[src/rtl/compress_pkg.sv]
// Shared types and constants for the compressor code path.
// Code classes, their bit lengths and the packer FSM states.
package compress_pkg;

   localparam int TOTAL_BITS = 34;

   typedef enum logic [2:0] {
      ZZZZ = 3'b000,
      MMMM = 3'b001,
      ZZZX = 3'b010,
      MMMX = 3'b011,
      MMXX = 3'b100,
      XXXX = 3'b101
   } code_e;

   localparam logic [5:0] LEN_ZZZZ = 6'd2;
   localparam logic [5:0] LEN_MMMM = 6'd6;
   localparam logic [5:0] LEN_ZZZX = 6'd12;
   localparam logic [5:0] LEN_MMMX = 6'd16;
   localparam logic [5:0] LEN_MMXX = 6'd24;
   localparam logic [5:0] LEN_XXXX = 6'd34;

   typedef enum logic {
      S_RUN   = 1'b0,
      S_FLUSH = 1'b1
   } state_e;

endpackage

[src/rtl/code_length_decoder.sv]
// Maps a code class to its bit length.
// Classes 110 and 111 are flagged illegal with zero length.
module code_length_decoder
   import compress_pkg::*;
(
   input  logic [2:0] code,
   output logic [5:0] len,
   output logic       illegal
);

   always_comb begin
      len     = '0;
      illegal = 1'b0;
      unique case (1'b1)
         (code == ZZZZ): len = LEN_ZZZZ;
         (code == MMMM): len = LEN_MMMM;
         (code == ZZZX): len = LEN_ZZZX;
         (code == MMMX): len = LEN_MMMX;
         (code == MMXX): len = LEN_MMXX;
         (code == XXXX): len = LEN_XXXX;
         default:        illegal = 1'b1;
      endcase
   end

endmodule

[src/rtl/code_bit_packer.sv]
// Packs variable-length codes MSB-first into OUT_WIDTH words.
// A flush pads the residue with zeros and marks it as the last word.
module code_bit_packer
   import compress_pkg::*;
#(
   parameter int TOTAL_BITS = compress_pkg::TOTAL_BITS,
   parameter int OUT_WIDTH  = 64,
   parameter int CNT_WIDTH  = 32
) (
   input  logic                  clk,
   input  logic                  rst,
   input  logic                  i_valid,
   output logic                  o_ready,
   input  logic [2:0]            i_code,
   input  logic [TOTAL_BITS-1:0] i_compressed_word,
   input  logic                  i_flush,
   output logic                  o_valid,
   input  logic                  i_ready,
   output logic [OUT_WIDTH-1:0]  o_data,
   output logic                  o_last,
   output logic [6:0]            o_last_bits,
   output logic                  o_flush_done,
   output logic [CNT_WIDTH-1:0]  o_total_bits,
   output logic                  o_err
);

   localparam int BUF_W = OUT_WIDTH + TOTAL_BITS;
   localparam int FW    = $clog2(BUF_W + 1);

   if (OUT_WIDTH < TOTAL_BITS) begin : g_width_check
      $error("OUT_WIDTH must be >= TOTAL_BITS");
   end

   logic [BUF_W-1:0]      sbuf;
   logic [FW-1:0]         fill;
   state_e                state;

   logic [5:0]            len;
   logic                  illegal;
   logic                  out_free;
   logic                  take;
   logic                  take_code;
   logic [TOTAL_BITS-1:0] word;
   logic [BUF_W-1:0]      ins;
   logic [BUF_W-1:0]      nbuf;
   logic [FW-1:0]         nf;

   code_length_decoder u_dec (
      .code    (i_code),
      .len     (len),
      .illegal (illegal)
   );

   assign out_free  = !o_valid || i_ready;
   assign o_ready   = (state == S_RUN) && out_free;
   assign take      = i_valid && o_ready;
   assign take_code = take && !illegal;

   // Left-aligned insert: the code lands right after the current fill.
   always_comb begin
      word = i_compressed_word & ~({TOTAL_BITS{1'b1}} << len);
      ins  = BUF_W'(word);
      ins  = ins << (FW'(BUF_W) - fill - FW'(len));
      nbuf = sbuf | ins;
      nf   = fill + FW'(len);
   end

   always_ff @(posedge clk) begin
      if (rst) begin
         sbuf         <= '0;
         fill         <= '0;
         state        <= S_RUN;
         o_valid      <= 1'b0;
         o_data       <= '0;
         o_last       <= 1'b0;
         o_last_bits  <= '0;
         o_flush_done <= 1'b0;
         o_total_bits <= '0;
         o_err        <= 1'b0;
      end else begin
         o_flush_done <= 1'b0;
         if (o_valid && i_ready) begin
            o_valid     <= 1'b0;
            o_last      <= 1'b0;
            o_last_bits <= '0;
         end
         if (take && illegal) begin
            o_err <= 1'b1;
         end
         if (take_code) begin
            o_total_bits <= o_total_bits + CNT_WIDTH'(len);
            if (nf >= FW'(OUT_WIDTH)) begin
               o_data      <= nbuf[BUF_W-1 -: OUT_WIDTH];
               o_valid     <= 1'b1;
               o_last      <= 1'b0;
               o_last_bits <= '0;
               sbuf        <= nbuf << OUT_WIDTH;
               fill        <= nf - FW'(OUT_WIDTH);
            end else begin
               sbuf <= nbuf;
               fill <= nf;
            end
         end
         unique case (state)
            S_RUN: begin
               if (i_flush && o_ready) begin
                  state <= S_FLUSH;
               end
            end
            S_FLUSH: begin
               if (out_free) begin
                  if (fill != '0) begin
                     o_data      <= sbuf[BUF_W-1 -: OUT_WIDTH];
                     o_valid     <= 1'b1;
                     o_last      <= 1'b1;
                     o_last_bits <= 7'(fill);
                  end
                  fill         <= '0;
                  sbuf         <= '0;
                  o_flush_done <= 1'b1;
                  state        <= S_RUN;
               end
            end
            default: state <= S_RUN;
         endcase
      end
   end

endmodule

[config.mk]
export PLATFORM = sky130hd
export DESIGN_NAME = code_bit_packer
export DESIGN_NICKNAME = d
export VERILOG_FILES = /design/src/rtl/compress_pkg.sv /design/src/rtl/code_length_decoder.sv /design/src/rtl/code_bit_packer.sv
export SDC_FILE = /design/constraint.sdc
export NUM_CORES = 1
export LEC_CHECK = 0
export ABC_AREA = 1
export CAP_MARGIN = 20
export CORE_MARGIN = 8
export CORE_UTILIZATION = 25
export DETAILED_ROUTE_END_ITERATION = 8
export GPL_ROUTABILITY_DRIVEN = 0
export MAX_ROUTING_LAYER = met4
export SETUP_SLACK_MARGIN = 0.4
export SYNTH_ARGS = -nofsm -noshare
export SYNTH_HDL_FRONTEND = slang
export SYNTH_SLANG_ARGS = --single-unit
[constraint.sdc]
create_clock -name clk -period 3 [get_ports clk]
set_input_delay 0.3 -clock clk [delete_from_list [all_inputs] [get_ports clk]]
set_output_delay 0.3 -clock clk [all_outputs]
set_load 0.005 [all_outputs]
==> reports/metrics.csv <==
stage,metric,value,unit
detailed_routing,wl_met3,5390,um
sta,worst_slew_pin_slew,0.807,ns
detailed_routing,wl_per_cell,20.0,um
detailed_routing,routed-wl-met2,26000,um
cells_and_area,finalInstanceArea,19700,um2
clock_network,clk_pin_slew,0.06,ns
detailed_routing,vias,15595,
floorplan,coreArea,49800,um2
min_path,hold_path.class,in2reg,
sta,holdWs,0.320,ns
sta,finalSetupViolCount,0,
yosys,synth_top_area_cell,dfxtp_1,
sta,slew_viol_final,0,
detailed_routing,vias_per_cell,5.41,
yosys,synth_cells,1922,
yosys,synth_enable_flop_cells,0,
grt,gr-usage-all-layers,19.1,%
setup_path,worst-r2r-cell-count,14,
setup_path,r2r_slack,0.30,ns
yosys,synth.top_cell.area_share,33.8,%
power,power.density,764,nW/um2
setup_path,critPathKind,reg2reg,
clock_network,cts_buffers,25,
yosys,ys_warn_count,0,
place,dp.final_hpwl,39200,um
setup_path,r2r-start,fill[2],
sta,slew_headroom,46.2,%
grt,grt_antenna_before_repair,0,
floorplan,num_rows,82,
cells_and_area,fin_util,39.6,%
yosys,syn_nets,1986,
cells_and_area,syn_to_final_growth,57.6,%
clock_network,numClockSinks,211,
cells_and_area,drive_above_1_share,29.8,%
power,ir_drop,0.398,mV
detailed_routing,drt_iter0_markers,1778,
cells_and_area,nets,2255,
yosys,ys_async_sr_fraction,0,%
setup_path,end_kind,flop,
clock_network,clk_latency,0.55,ns
floorplan,die_area,57400,um2
yosys,synth_area,12500,um2
grt,grt_overflow,0,
detailed_routing,top_layer,met4,
grt,grt_max_degree,83,
floorplan,die_x,240,um
sta,period_needed,2.70,ns
floorplan,start_util,25.1,%
clock_network,ctsHoldBuffers,0,
min_path,whs_path_depth,5,
clock_network,cts_root_buf,clkbuf_16,
grt,grt_pass1_vias,14777,
clock_network,cts_max_path_buffers,3,
floorplan,die_y,240,um
setup_path,startpoint_type,flop,
detailed_routing,ant_nets,0,
flow_run,maxCapViolations,0,
sta,clock_skew,0.0274,ns
yosys,ys_ff_latch,211,
detailed_routing,drt_wl_total,57600,um
clock_network,h-tree-depth,1,
power,cellLeakagePower,7.65,nW
yosys,ys.flop_type,dfxtp_1,
place,post_dp_cell_area,16100,um2
detailed_routing,m1WireLength,22500,um
place,port_buffers,148,
yosys,ys_seq_area_share,33.8,%
min_path,min_from,i_code[2],
setup_path,worstPathRequired,3.44,ns
yosys,ys_types,48,
grt,grt_pass1_wl,85000,um
sta,clock.fmax,371,MHz
floorplan,io_pins,150,
setup_path,rr_endpoint,sbuf[86],
outcome,status,finished clean,
sta,hold_viol,0,
sta,fin_setup_tns,0,ns
yosys,avgSynthCellArea,6.51,um2
setup_path,cp_max_fo,9,
min_path,holdPathEnd,o_err,
detailed_routing,drc,0,
cells_and_area,antenna_cells,0,
cells_and_area,fillCellCount,4891,
power,power,15.1,mW
yosys,ys_top_cells_by_area,"dfxtp_1, nand2_1, nand3_1",
clock_network,cts_tree,done,
sta,fin_crit_sh,89.9,%
setup_path,crit_arrival,3.14,ns
sta,rsz0062_at_grt,yes,
detailed_routing,dr.pass1.iters,8,
## per-stage QoR
step | cells | worst slack, ns
4_1_cts | 2855 | 0.361
2_1_floorplan | 1922 | 0.356
3_5_place_dp | 2785 | -0.668
3_3_place_gp | 2785 | -0.632
5_1_grt | 2880 | 0.161
6_report | 2880 | 0.304
## Yosys cell counts (4+ instances only)
| library cell | n |
|---|---|
| inv_2 | 10 |
| o21a_1 | 4 |
| o211ai_1 | 11 |
| nand2_1 | 432 |
| a21oi_1 | 254 |
| nor2_1 | 86 |
| inv_1 | 121 |
| o21ai_0 | 138 |
| o211a_1 | 11 |
| nand4_1 | 61 |
| nand3_1 | 294 |
| buf_4 | 6 |
| nor3_1 | 20 |
| buf_1 | 12 |
| xor2_1 | 11 |
| o21bai_1 | 5 |
| buf_2 | 48 |
| o21ai_1 | 24 |
| xnor2_1 | 5 |
| nand3b_1 | 21 |
| a31oi_1 | 12 |
| ha_1 | 19 |
| clkbuf_1 | 64 |
| dfxtp_1 | 211 |
## worst max-delay path, stage by stage (launching register included)
cell	delay, ns
dfxtp_4	0.36
ha_4	0.27
inv_4	0.04
fa_2	0.58
buf_12	0.14
buf_6	0.12
buf_16	0.15
nand3_2	0.15
nand3_4	0.17
nand2_1	0.15
nand4_1	0.13
nand3_2	0.09
nand2_1	0.07
nand3_1	0.05
and2_1	0.14
## cells in the final DEF (no fill, tap or decap), types with 7 or more instances in the layout
cell and n:
buf_6 24, clkbuf_1 7, nand2_2 46, nand2_4 23, nand2_1 364, clkdlybuf4s50_1 145
nand3_2 133, nor3_1 15, nor2_2 11, o211ai_1 11, clkbuf_16 32, nand3_1 119
a21oi_1 218, o21ai_0 135, ha_4 9, nor2_1 60, inv_1 106, xor2_1 10
buf_12 29, nand3b_1 21, dfxtp_1 206, nand4_1 61, o211a_1 11, o21ai_2 7
ha_1 7, inv_2 17, nor2_4 20, a21oi_2 34, nand3_4 44, buf_4 154
o21ai_1 14
## power breakdown
part	switching, mW	total, mW	internal (mW)	leakage (nW)
clock	1.24	3.09	1.85	0.397
combinational	5.33	8.82	3.50	5.54
sequential	0.143	3.14	3.00	1.71
## worst max-delay path by stage
| stage | start | endpoint | slack, ns |
|---|---|---|---|
| global route | fill[2] | sbuf[88] | 0.16 |
| detailed placement | i_code[2] | o_data[37] | -0.67 |
| floorplan | i_code[2] | sbuf[38] | 0.36 |
| CTS | fill[2] | o_data[53] | 0.36 |
| finish | fill[2] | sbuf[86] | 0.30 |
| global placement | i_code[2] | o_data[37] | -0.63 |
## repair_timing
action | CTS | global route
pin swaps | 52 | 105
setup buffers | 20 | 18
gates cloned | 6 | 7
setup endpoints to repair | 189 | 165
gates resized for setup | 199 | 298
## layer usage
| layer | up-vias | GRT usage (%) |
|---|---|---|
| li1 | 7143 | - |
| met1 | 7386 | 23.1 |
| met2 | 829 | 29.9 |
| met3 | 237 | 3.75 |
| met4 | 0 | 9.89 |
| met5 | - | - |
## state kept, by name, summed over array words and instances, names as in the netlist
signal and cells:
sbuf 98, o_data 64, o_total_bits 31, o_last_bits 7, fill 6, o_err 1, o_flush_done 1, o_last 1
o_valid 1, state 1
## logic make-up after synthesis
kind of cell    after synthesis  share of synthesized area (%)
compound gates              472                           20.1
xor+xnor                     17                           1.25
fa+ha+maj                    22                           2.38
buf+inv                     263                           8.55
flops                       211                           33.8
other cells                   1                         0.0300
simple gates                936                           33.9
## layout make-up
class	instances	area, um2	share of cell area, %
tap	672	841	4.27
multi-input combinational	1448	9380	47.6
clock inverter	6	92.6	0.470
clock buffer	38	734	3.73
sequential	211	4240	21.5
inverter	133	537	2.72
timing repair buffer	372	3890	19.7
Power figures use the tool's default switching activity.
